**src/rtl/display_pkg.sv**
```systemverilog
// Shared glyph constants, bus payload types and helpers for the 7-segment scan driver.
// Glyphs are active-high with bit6 = a ... bit0 = g.
package display_pkg;

    localparam int unsigned MAX_DIGITS = 8;

    localparam logic [3:0] CODE_MINUS = 4'd10;

    localparam logic [6:0] SEG_0     = 7'b1111110;
    localparam logic [6:0] SEG_1     = 7'b0110000;
    localparam logic [6:0] SEG_2     = 7'b1101101;
    localparam logic [6:0] SEG_3     = 7'b1111001;
    localparam logic [6:0] SEG_4     = 7'b0110011;
    localparam logic [6:0] SEG_5     = 7'b1011011;
    localparam logic [6:0] SEG_6     = 7'b1011111;
    localparam logic [6:0] SEG_7     = 7'b1110000;
    localparam logic [6:0] SEG_8     = 7'b1111111;
    localparam logic [6:0] SEG_9     = 7'b1111011;
    localparam logic [6:0] SEG_A     = 7'b1110111;
    localparam logic [6:0] SEG_B     = 7'b0011111;
    localparam logic [6:0] SEG_C     = 7'b1001110;
    localparam logic [6:0] SEG_D     = 7'b0111101;
    localparam logic [6:0] SEG_E     = 7'b1001111;
    localparam logic [6:0] SEG_F     = 7'b1000111;
    localparam logic [6:0] SEG_MINUS = 7'b0000001;
    localparam logic [6:0] SEG_BLANK = 7'b0000000;

    typedef struct packed {
        logic neg;
        logic blank_lz;
        logic hex_mode;
    } disp_mode_t;

    // One-hot active-high anode vector; callers slice down to their digit count.
    function automatic logic [MAX_DIGITS-1:0] onehot_an(input logic [2:0] idx);
        return MAX_DIGITS'(1) << idx;
    endfunction

endpackage

```
**src/rtl/display_scan_mux_if.sv**
```systemverilog
// Datapath-side load port and board-side pin bundle for display_scan_mux.
interface display_scan_mux_if #(
    parameter int unsigned NUM_DIGITS = 4
) ();
    logic                      load;
    logic [4*NUM_DIGITS-1:0]   value;
    logic                      neg;
    logic                      blank_lz;
    logic                      hex_mode;
    logic [NUM_DIGITS-1:0]     an;
    logic [6:0]                seg;
    logic                      frame_done;
    logic                      sign_ovf;

    modport master (
        output load, value, neg, blank_lz, hex_mode,
        input  an, seg, frame_done, sign_ovf
    );

    modport slave (
        input  load, value, neg, blank_lz, hex_mode,
        output an, seg, frame_done, sign_ovf
    );
endinterface

```
**src/rtl/seg7_glyph.sv**
```systemverilog
// Maps one digit code plus blank/minus overrides to active-high 7-segment glyph bits.
module seg7_glyph
    import display_pkg::*;
(
    input  logic [3:0] code,
    input  logic       hex_mode,
    input  logic       blank,
    input  logic       minus,
    output logic [6:0] seg_c
);

    always_comb begin
        seg_c = SEG_BLANK;
        if (minus) begin
            seg_c = SEG_MINUS;
        end else if (!blank) begin
            case (code)
                4'd0:       seg_c = SEG_0;
                4'd1:       seg_c = SEG_1;
                4'd2:       seg_c = SEG_2;
                4'd3:       seg_c = SEG_3;
                4'd4:       seg_c = SEG_4;
                4'd5:       seg_c = SEG_5;
                4'd6:       seg_c = SEG_6;
                4'd7:       seg_c = SEG_7;
                4'd8:       seg_c = SEG_8;
                4'd9:       seg_c = SEG_9;
                CODE_MINUS: seg_c = hex_mode ? SEG_A : SEG_MINUS;
                4'd11:      seg_c = hex_mode ? SEG_B : SEG_BLANK;
                4'd12:      seg_c = hex_mode ? SEG_C : SEG_BLANK;
                4'd13:      seg_c = hex_mode ? SEG_D : SEG_BLANK;
                4'd14:      seg_c = hex_mode ? SEG_E : SEG_BLANK;
                4'd15:      seg_c = hex_mode ? SEG_F : SEG_BLANK;
                default:    seg_c = SEG_BLANK;
            endcase
        end
    end

endmodule

```
**src/rtl/display_scan_mux.sv**
```systemverilog
// Time-multiplexed 7-segment scan driver with frame-synchronous value updates,
// leading-zero blanking with a floating minus sign, and per-slot ghosting dead time.
module display_scan_mux
    import display_pkg::*;
#(
    parameter int unsigned NUM_DIGITS     = 4,
    parameter int unsigned SCAN_DIV       = 50000,
    parameter int unsigned GHOST_CYC      = 2,
    parameter bit          ACTIVE_LOW_SEG = 1'b1,
    parameter bit          ACTIVE_LOW_AN  = 1'b1
) (
    input  logic               clk,
    input  logic               rst,
    display_scan_mux_if.slave  bus
);

    localparam int unsigned IW = (NUM_DIGITS > 1) ? $clog2(NUM_DIGITS) : 1;
    localparam int unsigned PW = (SCAN_DIV > 1) ? $clog2(SCAN_DIV) : 1;
    localparam int unsigned VW = 4 * NUM_DIGITS;

    // XOR masks: an all-inactive pattern doubles as the polarity inverter.
    localparam logic [NUM_DIGITS-1:0] AN_OFF  = {NUM_DIGITS{ACTIVE_LOW_AN}};
    localparam logic [6:0]            SEG_OFF = {7{ACTIVE_LOW_SEG}};

    logic [PW-1:0]          prescaler;
    logic [IW-1:0]          index;
    logic [VW-1:0]          pend_value, act_value, nxt_value;
    disp_mode_t             pend_mode, act_mode, nxt_mode, load_mode;
    logic                   tick, boundary, nxt_ovf;
    logic [IW-1:0]          act_msd, nxt_msd;
    logic [3:0]             cur_code;
    logic                   cur_blank, cur_minus, dead;
    logic [6:0]             glyph_c;
    logic [MAX_DIGITS-1:0]  oh_full;
    logic [NUM_DIGITS-1:0]  an_r, an_nxt;
    logic [6:0]             seg_r, seg_nxt;
    logic                   frame_done_r, sign_ovf_r;

    // Highest digit position holding a nonzero code; 0 when the value is all zero.
    function automatic logic [IW-1:0] find_msd(input logic [VW-1:0] v);
        logic [IW-1:0] m;
        m = '0;
        for (int i = 0; i < int'(NUM_DIGITS); i++) begin
            if (v[4*i +: 4] != 4'd0) m = IW'(i);
        end
        return m;
    endfunction

    // Frame timing and the value that becomes active at the next boundary.
    always_comb begin
        tick      = (prescaler == PW'(SCAN_DIV - 1));
        boundary  = tick && (index == IW'(NUM_DIGITS - 1));
        load_mode = {bus.neg, bus.blank_lz, bus.hex_mode};
        nxt_value = bus.load ? bus.value : pend_value;
        nxt_mode  = bus.load ? load_mode : pend_mode;
        nxt_msd   = find_msd(nxt_value);
        nxt_ovf   = nxt_mode.neg &&
                    (!nxt_mode.blank_lz || (nxt_msd == IW'(NUM_DIGITS - 1)));
    end

    // Rendering of the currently scanned digit from the active copy.
    always_comb begin
        act_msd   = find_msd(act_value);
        cur_code  = act_value[4*32'(index) +: 4];
        cur_blank = act_mode.blank_lz && (index > act_msd);
        cur_minus = act_mode.neg && act_mode.blank_lz &&
                    (act_msd != IW'(NUM_DIGITS - 1)) &&
                    (index == act_msd + IW'(1));
        dead      = 32'(prescaler) < GHOST_CYC;
        oh_full   = onehot_an(3'(index));
        an_nxt    = dead ? AN_OFF  : (oh_full[NUM_DIGITS-1:0] ^ AN_OFF);
        seg_nxt   = dead ? SEG_OFF : (glyph_c ^ SEG_OFF);
    end

    seg7_glyph u_glyph (
        .code     (cur_code),
        .hex_mode (act_mode.hex_mode),
        .blank    (cur_blank),
        .minus    (cur_minus),
        .seg_c    (glyph_c)
    );

    always_ff @(posedge clk) begin
        if (rst) begin
            prescaler    <= '0;
            index        <= '0;
            pend_value   <= '0;
            pend_mode    <= '0;
            act_value    <= '0;
            act_mode     <= '0;
            sign_ovf_r   <= 1'b0;
            frame_done_r <= 1'b0;
            an_r         <= AN_OFF;
            seg_r        <= SEG_OFF;
        end else begin
            prescaler    <= tick ? '0 : prescaler + PW'(1);
            frame_done_r <= boundary;
            if (tick) begin
                index <= (index == IW'(NUM_DIGITS - 1)) ? '0 : index + IW'(1);
            end
            if (bus.load) begin
                pend_value <= bus.value;
                pend_mode  <= load_mode;
            end
            // A load landing on the boundary bypasses pending so it shows this frame.
            if (boundary) begin
                act_value  <= nxt_value;
                act_mode   <= nxt_mode;
                sign_ovf_r <= nxt_ovf;
            end
            an_r  <= an_nxt;
            seg_r <= seg_nxt;
        end
    end

    assign bus.an         = an_r;
    assign bus.seg        = seg_r;
    assign bus.frame_done = frame_done_r;
    assign bus.sign_ovf   = sign_ovf_r;

endmodule
```
**src/flat_wrapper.sv**
```systemverilog
// flat-port wrapper written by rule: the top's interface ports become plain ports
module display_scan_mux_flat import display_pkg::*;
#(
    parameter int unsigned NUM_DIGITS     = 4,
    parameter int unsigned SCAN_DIV       = 50000,
    parameter int unsigned GHOST_CYC      = 2,
    parameter bit          ACTIVE_LOW_SEG = 1'b1,
    parameter bit          ACTIVE_LOW_AN  = 1'b1
)
  (clk, rst, bus_load, bus_value, bus_neg, bus_blank_lz, bus_hex_mode, bus_an, bus_seg, bus_frame_done, bus_sign_ovf);
  display_scan_mux_if #(.NUM_DIGITS(NUM_DIGITS)) bus_i ();
  input  logic clk;
  input  logic rst;
  input wire logic [$bits(bus_i.load)-1:0] bus_load;
  input wire logic [$bits(bus_i.value)-1:0] bus_value;
  input wire logic [$bits(bus_i.neg)-1:0] bus_neg;
  input wire logic [$bits(bus_i.blank_lz)-1:0] bus_blank_lz;
  input wire logic [$bits(bus_i.hex_mode)-1:0] bus_hex_mode;
  output wire logic [$bits(bus_i.an)-1:0] bus_an;
  output wire logic [$bits(bus_i.seg)-1:0] bus_seg;
  output wire logic [$bits(bus_i.frame_done)-1:0] bus_frame_done;
  output wire logic [$bits(bus_i.sign_ovf)-1:0] bus_sign_ovf;
  assign bus_i.load = bus_load;
  assign bus_i.value = bus_value;
  assign bus_i.neg = bus_neg;
  assign bus_i.blank_lz = bus_blank_lz;
  assign bus_i.hex_mode = bus_hex_mode;
  assign bus_an = bus_i.an;
  assign bus_seg = bus_i.seg;
  assign bus_frame_done = bus_i.frame_done;
  assign bus_sign_ovf = bus_i.sign_ovf;
  display_scan_mux #(.NUM_DIGITS(NUM_DIGITS), .SCAN_DIV(SCAN_DIV), .GHOST_CYC(GHOST_CYC), .ACTIVE_LOW_SEG(ACTIVE_LOW_SEG), .ACTIVE_LOW_AN(ACTIVE_LOW_AN)) u_core (.clk(clk), .rst(rst), .bus(bus_i));
endmodule
```
**config.mk**
```make
export PLATFORM = sky130hd
export DESIGN_NAME = display_scan_mux_flat
export DESIGN_NICKNAME = d
export VERILOG_FILES = /design/src/rtl/display_pkg.sv /design/src/rtl/display_scan_mux_if.sv /design/src/rtl/seg7_glyph.sv /design/src/rtl/display_scan_mux.sv /design/src/flat_wrapper.sv
export SDC_FILE = /design/constraint.sdc
export NUM_CORES = 1
export LEC_CHECK = 0
export ABC_CLOCK_PERIOD_IN_PS = 3040
export BUFFER_PORTS_ARGS = -buffer_cell sky130_fd_sc_hd__buf_2
export CAP_MARGIN = 20
export CORE_ASPECT_RATIO = 1.2
export CORE_MARGIN = 10
export CORE_UTILIZATION = 57
export CTS_CLUSTER_SIZE = 40
export DETAILED_ROUTE_END_ITERATION = 16
export GPL_TIMING_DRIVEN = 0
export PLACE_DENSITY = 0.78
export SETUP_SLACK_MARGIN = 0.5
export SYNTH_ARGS = -nofsm -noshare
export SYNTH_HDL_FRONTEND = slang
export SYNTH_SLANG_ARGS = --single-unit
```
**constraint.sdc**
```tcl
create_clock -name clk -period 3.04 [get_ports clk]
set_input_delay 0.152 -clock clk [delete_from_list [all_inputs] [get_ports clk]]
set_output_delay 0.152 -clock clk [all_outputs]
set_load 0.02 [all_outputs]
```
Yosys cells after proc, flatten, opt, wreduce, memory -nomap -nowiden
Index checks and enable logic that the tools add are counted.
{ "totals": {"input_bits": 22, "regBits": 69} }
{ "classes": {"n_eq_ne": 20, "reduce_logical": 17, "bitwise": 2, "addsub": 3, "n_mux": 18, "n_shift": 2, "magnitude_cmp": 2} }
{ "ops": {"columns": ["operator", "count"], "rows": [
  ["one-hot mux 7 bit (16 select lines)", 1],
  ["2-to-1 mux 7 bit", 6],
  ["== test 4 bit, second input constant", 8],
  ["nonzero test 4 bit", 6],
  ["adder 16 x 1 -> 16 bit, second input constant", 1],
  ["== test 16 bit, second input constant", 1],
  ["== test 4 x 3 -> 1 bit, second input constant", 4],
  ["< comparator 16 x 2 -> 1 bit, second input constant", 1],
  ["2-to-1 mux 16 bit", 1],
  ["variable part select 16 x 5 -> 4 bit", 1],
  ["2-to-1 mux 2 bit", 5],
  ["== test 4 x 2 -> 1 bit, second input constant", 2],
  ["inverter 7 bit", 1],
  ["logical AND 1 bit", 6],
  ["2-to-1 mux 6 bit", 1],
  ["2-to-1 mux 5 bit", 1],
  ["adder 2 x 1 -> 2 bit, second input constant", 2],
  ["== test 2 bit, second input constant", 2],
  ["== test 4 x 1 -> 1 bit, second input constant", 1],
  ["zero test 4 bit", 1],
  ["inverter 4 bit", 1],
  ["OR reduction 2 bit", 2],
  ["<< shifter 1 x 2 -> 4 bit, first input constant", 1],
  ["2-to-1 mux 3 bit", 1],
  ["6 further kinds", 7]
]} }

Depth between registers and ports, before layout
Gate-level depths: netlist of the first run.
{ "logic_depth": {"depth_word": 9, "ltp_mapped": 8} }

By module
Synthesis of the first run repeated with hierarchy kept, for this count alone.
{ "unflattened": {"cells_unflattened": 355, "area_unflattened_um2": 3251.9} }
{ "modules_own_cells": {"columns": ["module", "seq_area_each_um2", "instances", "cells_per_inst", "area_per_inst_um2"], "rows": [
  ["display_scan_mux", 1381.3, 1, 302, 2927.8],
  ["seg7_glyph", 0.0, 1, 53, 324.1]
]} }

Worst setup path before layout of the first run
Ideal clock, no wire load.
{ "synth_timing": {"path_type": "reg-to-reg", "startpoint": "register u_core.act_value[12]", "endpoint": "register u_core.seg_r[5] (netlist: u_core.bus.seg[5])", "stages_incl_launch_ff": 7, "arrival_ps": 2029, "slack_ps": 924, "cell_sequence": "dfxtp_1 -> or4_1 -> o21bai_1 -> ha_1 -> or3_1 -> o2111a_1 -> o31ai_1"} }
{ "synth_via": {"elab_chain_cells": 7} }
{ "synth_lines": {"columns": ["item", "line", "source"], "rows": [
  ["start: declaration", "display_scan_mux.sv:27", "logic [VW-1:0] pend_value, act_value, nxt_value;"],
  ["start signal: assignment", "display_scan_mux.sv:107", "act_value <= nxt_value;"],
  ["parallel branches: the longest is 5 deep, another holds variable part select 16 x 5 -> 4 bit", null, null],
  ["2-to-1 mux 7 bit (*)", "seg7_glyph.sv:14", "if (minus) begin"],
  ["inverter 7 bit (no source line) (*)", null, null],
  ["end signal: assignment", "display_scan_mux.sv:112", "seg_r <= seg_nxt;"],
  ["end: declaration", "display_scan_mux.sv:36", "logic [6:0] seg_r, seg_nxt;"]
]} }
Mark *: on every way between the ends.
A chain may end at the register's enable or synchronous reset.

Worst setup path after layout of the first run
Ends and elaborated chain as after synthesis.

==> results.py, run 1 <==
metrics = {
    "clock_tree": {
        "cts_tree": "built",
        "cts_sinks": 69,
        "cts_buffers": 9,
        "post-cts-setup-buffers": 0,
        "ctsHoldBuffers": 0,
        "cts_root_buf": "clkbuf_8",
        "cts_buffer_depth": 2,
        "cts_resized": 0,
        "clk_latency_ns": 0.35,
        "clkSlewWorstSetupHoldPaths_ns": 0.07,
        "htreeDepth": 3,
    },
    "layout": {
        "drive_above_1_share": 0.1924,
        "fill_cells": 417,
        "nets": 393,
        "diodes": 0,
        "syn_to_final_growth_pct": 15.31,
        "final_cells": 429,
        "finish.utilization": 0.6859,
    },
    "yosys": {
        "synth_xor_area_frac": 0.04736,
        "yosysSeqAreaShare": 0.4668,
        "syn_inst": 319,
        "synth.area.mux_share": 0.1044,
        "synthDistinctLibCells": 47,
        "synth_edf_count": 0,
        "synthSimpleGateAreaFrac": 0.2093,
        "ys_seq_elements": 69,
        "syn_avg_cell_area_um2": 9.276,
        "async_flop_share": 0,
        "synth_warnings": 0,
        "synth_top_family_by_area": "simple AND/OR/NAND/NOR gates",
        "syn_nets": 348,
        "synth-compound-area-share": 0.1074,
        "synth_area_um2": 2959,
        "synthAdderAreaFrac": 0.02960,
        "ys.flop_type": "dfxtp_1",
    },
    "timing": {
        "min_period_over_period": 0.7489,
        "finClkSkew_ns": 0.007843,
        "fmax_mhz": 439.2,
        "finalCriticalPeriod_ns": 2.277,
        "finalSetupViolations": 0,
        "slew_viol_final": 0,
        "max-slew-margin-rel": 0.5204,
        "tightest_slew_ns": 0.7194,
        "rsz0062_at_grt": "no",
        "final_hold_viol_count": 0,
        "tns_ns": 0,
    },
    "setup_path": {
        "arrival_ns": 2.53,
        "critPathLaunchType": "flop",
        "slowest_stage": "or4_1",
        "crit_type": "reg -> reg",
        "required_ns": 3.30,
        "crit_start": "u_core.act_value[12]",
        "rr_startpoint": "u_core.act_value[12]",
        "cp_num_buf_inv": 0,
        "crit_path_end_kind": "flop",
        "critical_path_peak_fanout": 6,
        "critPathMaxStageDelay_ns": 0.55,
        "critPathTopFamily": "simple AND/OR/NAND/NOR gates",
        "path_cells": "or4_1 -> o21bai_1 -> ha_1 -> or3_1 -> o2111a_1 -> o31ai_1",
    },
    "detailed_routing": {
        "via_per_inst": 5.520,
        "post_drt_wl_per_cell_um": 14.07,
        "vias": 2368,
        "drc": 0,
        "routed_wl_mm": 6.038,
        "drt_iter0_markers": 88,
        "drt_pre_antenna_iters": 4,
        "ant_nets": 0,
    },
    "job": {
        "max_cap_violations": 0,
    },
    "hold_path": {
        "worstHoldStart": "rst",
        "hold_path_class": "in -> reg",
    },
    "global_routing": {
        "grt_use_total": 0.1491,
        "grt_pass1_wl_mm": 10.63,
        "antenna_found_initial": 0,
        "grt_max_degree": 12,
        "first_global_vias": 2424,
        "grt_overflow": 0,
    },
    "placement": {
        "gp_congestion": 0.8447,
        "place_hpwl_mm": 4.523,
        "dp.cells": 413,
        "numPortBuffers": 34,
    },
    "power": {
        "p_per_area_nw_per_um2": 538.1,
        "p_switching_mw": 0.4017,
        "ir_worst_vdd_uv": 369.2,
        "p_leak_nw": 1.363,
        "swShare": 0.2188,
        "clkPwrFrac": 0.430,
        "p_seq_frac": 0.513,
        "power_frac_comb": 0.058,
        "p_int_mw": 1.434,
    },
    "floorplan": {
        "dieArea_um2": 8486,
        "pin_count": 35,
        "core_area_um2": 4975,
        "num_rows": 28,
        "initial_core_util": 0.5948,
        "die_h_um": 98.93,
        "die_w_um": 85.78,
    },
    "outcome": {
        "status": "finished, final reports clean",
    },
}
==> path summary, 6_finish.rpt <==
kind	slack, ns	end	cells past startpoint
worst max register to register	0.76	u_core.bus.seg[5]	6
worst min-delay path	0.05	u_core.pend_mode[2]	2
worst min register to register	0.47	u_core.bus.sign_ovf	2
worst max-delay path	0.76	u_core.bus.seg[5]	6
==> synth_stat cells (2+ instances only) <==
cell type,number,area share
dfxtp_1,69,0.47
nor2_1,60,0.076
mux2i_1,23,0.078
nand2_1,23,0.029
a211oi_1,17,0.043
nand3_1,12,0.020
buf_2,11,0.019
xnor2_1,8,0.024
xor2_1,8,0.024
ha_1,7,0.030
o21ai_0,7,0.012
a21oi_1,6,0.010
inv_1,5,0.0063
nor3_1,5,0.0085
nor4_1,5,0.011
nand4_1,4,0.0085
clkbuf_1,3,0.0038
mux4_2,3,0.023
nand2b_1,3,0.0063
o22a_1,3,0.0089
or3_1,3,0.0063
a31oi_1,2,0.0042
and2_1,2,0.0042
and3_1,2,0.0042
and3_2,2,0.0051
buf_1,2,0.0025
nor2b_1,2,0.0042
or2_2,2,0.0042
or4_1,2,0.0051
==> cells by family after synthesis <==
family,count (synthesis)
compound gates,46
xor+xnor,16
fa+ha+maj,7
buf+inv,22
flops,69
mux,27
simple gates,132
==> stage by stage <==
step                      cell area, µm²  power (mW)  worst slack, ns  hold slack, ns
after global placement              3204       1.066           0.7818          0.4164
final                               3412       1.836           0.7633         0.05238
after global routing                3412       1.907           0.6679         0.06761
after detailed placement            3204       1.070           0.7802          0.4197
after floorplan                     2959       1.029           0.9237          0.2478
after CTS                           3412       1.849           0.7616         0.05562
==> layout by cell type, fill, tap and decap left out, types with 6 or more instances in the layout <==
master / synthesis / final
a211oi_1: 17 / 17
a21oi_1: 6 / 6
buf_2: 11 / 45
clkbuf_1: 3 / 6
clkbuf_8: 0 / 9
dfxtp_1: 69 / 69
ha_1: 7 / 7
mux2i_1: 23 / 23
nand2_1: 23 / 23
nand3_1: 12 / 12
nor2_1: 60 / 60
o21ai_0: 7 / 7
xnor2_1: 8 / 8
xor2_1: 8 / 8
==> registers in the layout, indices dropped and copies added (netlist names) <==
signal	flops
u_core.prescaler	16
u_core.bus.an	4
u_core.index	2
u_core.pend_mode	3
u_core.bus.frame_done	1
u_core.act_value	16
u_core.pend_value	16
u_core.bus.sign_ovf	1
u_core.act_mode	3
u_core.bus.seg	7
==> final cells by class <==
| type | count | area, µm² | share of cell area |
|---|---|---|---|
| inverter | 5 | 18.77 | 0.005501 |
| multi-input combinational | 228 | 1474 | 0.4320 |
| buffer | 17 | 85.08 | 0.02494 |
| clock buffer | 12 | 135.1 | 0.03960 |
| clock inverter | 4 | 72.57 | 0.02127 |
| tap | 60 | 75.07 | 0.02200 |
| sequential | 69 | 1381 | 0.4048 |
| timing repair buffer | 34 | 170.2 | 0.04987 |
==> worst reg2reg max path, stage by stage, from the launching register on <==
cell,delay (ns)
dfxtp_1,0.33
or4_1,0.55
o21bai_1,0.18
ha_1,0.29
or3_1,0.40
o2111a_1,0.35
o31ai_1,0.09
==> power by group through the flow <==
stage / registers (mW) / logic [mW] / clock network (mW)
6_report: 0.941 / 0.106 / 0.789
4_1_cts: 0.941 / 0.108 / 0.800
3_5_place_dp: 0.962 / 0.108 / 0
3_3_place_gp: 0.961 / 0.105 / 0
2_1_floorplan: 0.971 / 0.0577 / 0
5_1_grt: 0.944 / 0.119 / 0.844
==> metal layers <==
layer	track usage	share of wire	vias up
met4	0.07487	0.022	0
met1	0.1652	0.44	1082
met3	0.04036	0.052	14
met2	0.2540	0.49	66
li1	-	-	1206
met5	0	0	-
No activity file was read; power rests on OpenSTA's default activity.
==> inputs of run 2 (changes only) <==
--- a/config.mk
+++ b/config.mk
@@ -5,16 +5,17 @@
 export SDC_FILE = /design/constraint.sdc
 export NUM_CORES = 1
 export LEC_CHECK = 0
-export ABC_CLOCK_PERIOD_IN_PS = 3040
+export ABC_AREA = 1
+export ABC_CLOCK_PERIOD_IN_PS = 1900
 export BUFFER_PORTS_ARGS = -buffer_cell sky130_fd_sc_hd__buf_2
 export CAP_MARGIN = 20
 export CORE_ASPECT_RATIO = 1.2
 export CORE_MARGIN = 10
-export CORE_UTILIZATION = 57
+export CORE_UTILIZATION = 52
 export CTS_CLUSTER_SIZE = 40
 export DETAILED_ROUTE_END_ITERATION = 16
 export GPL_TIMING_DRIVEN = 0
-export PLACE_DENSITY = 0.78
+export PLACE_DENSITY = 0.75
 export SETUP_SLACK_MARGIN = 0.5
 export SYNTH_ARGS = -nofsm -noshare
 export SYNTH_HDL_FRONTEND = slang
==> constraint.sdc (replaced) <==
create_clock -name clk -period 1.9 [get_ports clk]
set_input_delay 0.095 -clock clk [delete_from_list [all_inputs] [get_ports clk]]
set_output_delay 0.095 -clock clk [all_outputs]
set_load 0.02 [all_outputs]
==> run 2 against run 1 <==
Compared with the run above:
- utilization grew 4.1 points
- wire length grew 33%
- global-route usage grew 0.79 points
- non-clock buffer count grew 22
- via count grew 23%
- design area grew 22%
- critical path depth grew 4
- register-to-register slack lost 0.57 ns
- sequential cell count is the same
- hold slack lost 0.038 ns
- sequential share of layout area shrank 6.7 points
- largest power group unchanged
==> results.py, run 2 <==
metrics = {
    "yosys": {
        "syn_inst": 408,
        "ys_seq_elements": 69,
        "synth.area.mux_share": 0.04462,
        "synth-compound-area-share": 0.1036,
        "synth_top_family_by_area": "simple AND/OR/NAND/NOR gates",
        "async_flop_share": 0,
        "synth_warnings": 0,
        "yosysSeqAreaShare": 0.4398,
        "synthDistinctLibCells": 41,
        "syn_nets": 437,
        "yosysMostFrequentCell": "nand2_1",
        "ys_top_cells_by_count": "89 x nand2_1, 69 x dfxtp_1, 50 x inv_1, 50 x nor2_1, 20 x nand3_1",
        "synth_top_cells_by_area": "dfxtp_1 44%, nand2_1 11%, inv_1 6.0%, nor2_1 6.0%, mux2i_1 4.5%",
        "synth_edf_count": 0,
        "synth_xor_area_frac": 0.008367,
        "synthAdderAreaFrac": 0.02789,
        "synth_top_area_cell": "dfxtp_1",
        "yosysTopAreaCellShare": 0.4398,
        "ys.flop_type": "dfxtp_1",
        "synthSimpleGateAreaFrac": 0.2829,
        "syn_avg_cell_area_um2": 7.697,
        "synth_area_um2": 3141,
    },
    "timing": {
        "tightest_slew_ns": 0.5673,
        "tns_ns": 0,
        "max-slew-margin-rel": 0.6218,
        "finalSetupViolations": 0,
        "setup_ws_ns": 0.1935,
        "finalCriticalPeriod_ns": 1.706,
        "whs_ns": 0.01443,
        "fmax_mhz": 586.0,
        "final_hold_viol_count": 0,
        "slew_viol_final": 0,
        "min_period_over_period": 0.8981,
        "rsz0062_at_grt": "yes",
        "finClkSkew_ns": 0.005865,
    },
    "clock_tree": {
        "clkSlewWorstSetupHoldPaths_ns": 0.07,
        "cts_buffer_depth": 2,
        "clk_latency_ns": 0.34,
        "htreeDepth": 3,
        "cts_sinks": 69,
        "cts_tree": "built",
        "cts_buffers": 9,
        "cts_root_buf": "clkbuf_8",
    },
    "detailed_routing": {
        "routed_wl_mm": 8.055,
        "ant_nets": 0,
        "post_drt_wl_per_cell_um": 14.23,
        "via_per_inst": 5.159,
        "drt_iter0_markers": 191,
        "vias": 2920,
        "drt_pre_antenna_iters": 5,
        "drc": 0,
    },
    "global_routing": {
        "antenna_found_initial": 0,
        "grt_overflow": 0,
        "first_global_vias": 2832,
        "grt_max_degree": 13,
        "grt_use_total": 0.1570,
        "grt_pass1_wl_mm": 12.59,
    },
    "floorplan": {
        "die_w_um": 90.94,
        "core_area_um2": 5743,
        "die_h_um": 105.1,
        "num_rows": 30,
        "pin_count": 35,
        "dieArea_um2": 9561,
        "initial_core_util": 0.5468,
    },
    "layout": {
        "final_common_cell": "nand2_1",
        "drive_above_1_share": 0.3642,
        "seq_area_um2": 1410,
        "syn_to_final_growth_pct": 32.91,
        "fill_cells": 434,
        "multi_input_area_um2": 1720,
        "reg_top3": "u_core.act_value (16), u_core.pend_value (16), u_core.prescaler (16)",
        "layout_common_cells": "78 x nand2_1, 52 x dfxtp_1, 41 x inv_1, 38 x nor2_1, 36 x buf_2",
        "diodes": 0,
        "fin_area_um2": 4174,
        "finish.utilization": 0.7268,
        "nets": 510,
        "final_cells": 566,
    },
    "placement": {
        "place_ws_ns": 0.1968,
        "dp.cells": 521,
        "gp_congestion": 0.8649,
        "post_dp_cell_area_um2": 3436,
        "numPortBuffers": 33,
        "place_hpwl_mm": 5.110,
    },
    "setup_path": {
        "critical_path_peak_fanout": 6,
        "critPathLaunchType": "flop",
        "crit_type": "reg -> reg",
        "rr_worst_depth": 10,
        "crit_path_end_kind": "flop",
        "arrival_ns": 1.94,
        "required_ns": 2.13,
    },
    "power": {
        "p_per_area_nw_per_um2": 738.8,
        "p_leak_nw": 1.805,
        "ir_worst_vdd_uv": 536.8,
        "power.total_mw": 3.084,
    },
    "hold_path": {
        "hold-path-cell-count": 3,
        "hold_path_class": "in -> reg",
    },
    "job": {
        "max_cap_violations": 0,
    },
    "outcome": {
        "status": "finished, final reports clean",
    },
}
-- run 2: cell count changes after synthesis, moves of 8 or more --
cell      change
nor2_1       -10
a21oi_1       +9
mux2i_1       -9
nand2_1      +66
o22ai_1      +15
a211oi_1     -16
inv_1        +45
buf_2         -8
nand3_1       +8
-- run 2: cell families (layout without fill, tap and decap cells) --
logic type / Yosys count / in the layout
XOR/XNOR: 3 / 3
adder cells (fa/ha/maj): 7 / 7
AO/OA/AOI/OAI: 53 / 53
multiplexers: 14 / 14
AND/OR/NAND/NOR: 197 / 197
flip-flops: 69 / 69
buffers and inverters: 65 / 143
-- run 2: final cells by class --
cell class                      instances  share of cell area
Multi-Input combinational cell        274              0.4122
Sequential cell                        69              0.3378
Timing Repair Buffer                   62              0.1004
Inverter                               54             0.05006
Clock buffer                           12             0.03717
Tap cell                               80             0.02398
Buffer                                 11             0.02158
Clock inverter                          4             0.01679
-- run 2: final timing paths --
check	startpoint	to	slack [ns]
hold reg to reg	u_core.act_value[12]	u_core.act_value[12]	0.47
setup reg to reg	u_core.act_value[4]	u_core.bus.seg[6]	0.19
setup / recovery	u_core.act_value[4]	u_core.bus.seg[6]	0.19
hold / removal	bus_value[5]	u_core.pend_value[5]	0.01
-- run 2: power by group --
group          leakage [nW]  switching (mW)  internal (mW)
registers             0.571          0.0167           1.49
logic                  1.12           0.127         0.0940
clock network         0.116           0.554          0.807
-- run 2: repair_timing --
item | 4_1_cts | 5_1_grt
pin swaps | 24 | 24
endpoints found under the setup margin | 41 | 42
hold endpoints to repair | 1 | 0
gates cloned | 1 | 0
buffers inserted | 18 | 9
resized for setup | 42 | 50
hold buffers | 1 | 0
-- run 2: critical path: stages, from the launching register on --
cell and delay, ns:
dfxtp_1 0.32, inv_1 0.11, nand4_1 0.18, inv_1 0.10
o21bai_1 0.08, ha_1 0.34, nor3_4 0.04, nand2_1 0.11
nand2_2 0.07, nor2_4 0.15, o21ai_1 0.08
-- run 2: metal layers --
metal	vias to the layer above	track usage	part of all wire
met4	0	0.07287	0.028
met1	1353	0.1768	0.42
li1	1462	-	-
met5	-	0	0
met2	83	0.2704	0.50
met3	22	0.03937	0.049
==> inputs of run 3 (changes only) <==
--- a/config.mk
+++ b/config.mk
@@ -5,7 +5,7 @@
 export SDC_FILE = /design/constraint.sdc
 export NUM_CORES = 1
 export LEC_CHECK = 0
-export ABC_AREA = 1
+export ABC_AREA = 0
 export ABC_CLOCK_PERIOD_IN_PS = 1900
 export BUFFER_PORTS_ARGS = -buffer_cell sky130_fd_sc_hd__buf_2
 export CAP_MARGIN = 20
==> run 3 against run 2 <==
Compared with the run above:
- the flow now finishes with violations (setup timing)
- clock-buffer cell count decreased by 1
- die area is 4.6% lower
- utilization up 1.6 points
- global-route usage grew 2.2 points
- largest cell class unchanged
- total power fell by 2.8%
- sequential power about the same
==> results.py, run 3 (same netlist as run 1, synthesis figures left out) <==
metrics = {
    "outcome": {
        "status": "finished with violations",
        "failed_checks": "setup timing",
    },
    "clock_tree": {
        "cts_sinks": 69,
        "cts_buffers": 9,
        "clk_latency_ns": 0.37,
        "cts_root_buf": "clkbuf_8",
        "cts_buffer_depth": 2,
        "cts_tree": "built",
        "htreeDepth": 3,
        "clkSlewWorstSetupHoldPaths_ns": 0.08,
    },
    "detailed_routing": {
        "post_drt_wl_per_cell_um": 17.10,
        "drc": 0,
        "drt_pre_antenna_iters": 5,
        "vias": 2587,
        "via_per_inst": 5.600,
        "ant_nets": 0,
        "routed_wl_mm": 7.901,
        "drt_iter0_markers": 131,
    },
    "setup_path": {
        "cp.depth": 6,
        "path_cells": "or4_4 -> o21bai_1 -> ha_1 -> or3_4 -> o2111a_2 -> o31ai_1",
        "rr_worst_depth": 6,
        "required_ns": 2.18,
        "slowest_stage": "or4_4",
        "crit_start": "u_core.act_value[15]",
        "r2r-end": "u_core.bus.seg[5]",
        "critPathLaunchType": "flop",
        "critPathTopFamily": "simple AND/OR/NAND/NOR gates",
        "cp_num_buf_inv": 0,
        "rr_startpoint": "u_core.act_value[15]",
        "critPathMaxStageDelay_ns": 0.54,
        "arrival_ns": 2.44,
        "crit_path_end_kind": "flop",
        "reg2reg_setup_slack_ns": -0.27,
        "crit_path_end": "u_core.bus.seg[5]",
        "crit_type": "reg -> reg",
        "critical_path_peak_fanout": 6,
    },
    "power": {
        "power.total_mw": 2.997,
        "p_leak_nw": 1.634,
        "ir_worst_vdd_uv": 637.6,
        "p_per_area_nw_per_um2": 721.4,
    },
    "hold_path": {
        "hold_path_class": "in -> reg",
    },
    "timing": {
        "min_period_over_period": 1.141,
        "final_hold_viol_count": 0,
        "finClkSkew_ns": 0.01308,
        "finalCriticalPeriod_ns": 2.168,
        "rsz0062_at_grt": "yes",
        "finalSetupViolations": 7,
        "setup_ws_ns": -0.2679,
        "fmax_mhz": 461.3,
        "slew_viol_final": 0,
        "tightest_slew_ns": 0.8049,
        "tns_ns": -1.571,
        "max-slew-margin-rel": 0.4634,
    },
    "layout": {
        "multi_input_area_um2": 1785,
        "finish.utilization": 0.7427,
        "reg_top3": "u_core.act_value (16), u_core.pend_value (16), u_core.prescaler (16)",
        "fill_cells": 372,
        "seq_area_um2": 1406,
        "diodes": 0,
        "drive_above_1_share": 0.4296,
        "final_common_cell": "dfxtp_1",
        "nets": 422,
        "syn_to_final_growth_pct": 40.38,
        "layout_common_cells": "53 x dfxtp_1, 42 x nor2_1, 39 x buf_2, 22 x mux2i_1, 21 x nand2_1",
    },
    "global_routing": {
        "first_global_vias": 2616,
        "grt_max_degree": 13,
        "grt_use_total": 0.1794,
        "antenna_found_initial": 0,
        "grt_pass1_wl_mm": 12.63,
        "grt_overflow": 0,
    },
    "placement": {
        "gp_congestion": 0.8559,
        "place_ws_ns": -0.2547,
        "place_hpwl_mm": 4.648,
        "numPortBuffers": 34,
    },
    "floorplan": {
        "num_rows": 30,
        "initial_core_util": 0.5291,
        "die_w_um": 88.87,
        "core_area_um2": 5593,
        "die_h_um": 102.6,
        "pin_count": 35,
        "dieArea_um2": 9121,
    },
    "job": {
        "max_cap_violations": 0,
    },
}
[run 3: changes by cell type in the layout (fill, tap and decap cells not counted), moves of 8 or more]
cell	previous run	this run
mux2i_1	14	22
inv_2	10	0
nand2_2	13	0
a211oi_2	0	14
o22ai_2	8	0
buf_4	20	12
nand2_1	78	21
inv_1	41	5
[run 3: final cells by class]
cell class	count	share of cell area
Buffer	17	0.03343
Clock buffer	11	0.03645
Clock inverter	5	0.01416
Inverter	5	0.004518
Multi-Input combinational cell	228	0.4298
Sequential cell	69	0.3386
Tap cell	64	0.01928
Timing Repair Buffer	63	0.1238
[run 3: report_power, final]
part	leakage, nW	internal (mW)	switching, mW	total, mW
clock	0.102	0.677	0.590	1.27
sequential	0.570	1.49	0.0176	1.51
combinational	0.962	0.0921	0.132	0.224
[run 3: worst min path at each step]
stage,from,to,cells past startpoint
2_1_floorplan,rst,u_core.pend_mode[2],1
3_3_place_gp,bus_value[4],u_core.pend_value[4],3
3_5_place_dp,rst,u_core.pend_mode[2],2
4_1_cts,rst,u_core.pend_mode[2],2
5_1_grt,bus_value[11],u_core.pend_value[11],3
6_report,bus_value[11],u_core.pend_value[11],3
[run 3: what timing repair did]
action | 4_1_cts | 5_1_grt
cloned | 4 | 0
setup buffers | 21 | 4
gates resized for setup | 50 | 37
setup endpoints to repair | 45 | 57
hold buffers | 0 | 0
pin swaps | 13 | 8
[run 3: tightest hold or removal path: stages]
cell and delay [ns]:
buf_2 0.08, mux2i_1 0.09, nor2_1 0.09
[run 3: per-layer routing]
layer / part of all wire / up-vias / wire (µm) / GRT usage
li1: - / 1260 / - / -
met1: 0.39 / 1217 / 3047 / 0.1936
met2: 0.52 / 79 / 4101 / 0.3067
met3: 0.052 / 31 / 412 / 0.05455
met4: 0.043 / 0 / 340 / 0.09465
met5: 0 / - / 0 / 0
[run 3: through the flow]
stage	area, µm²	cells	hold WS, ns
detailed placement	3363	417	0.3635
global route	4154	462	0.04102
CTS	4001	458	0.01142
finish	4154	462	0.01538
floorplan	3113	319	0.2010
global placement	3363	417	0.3624
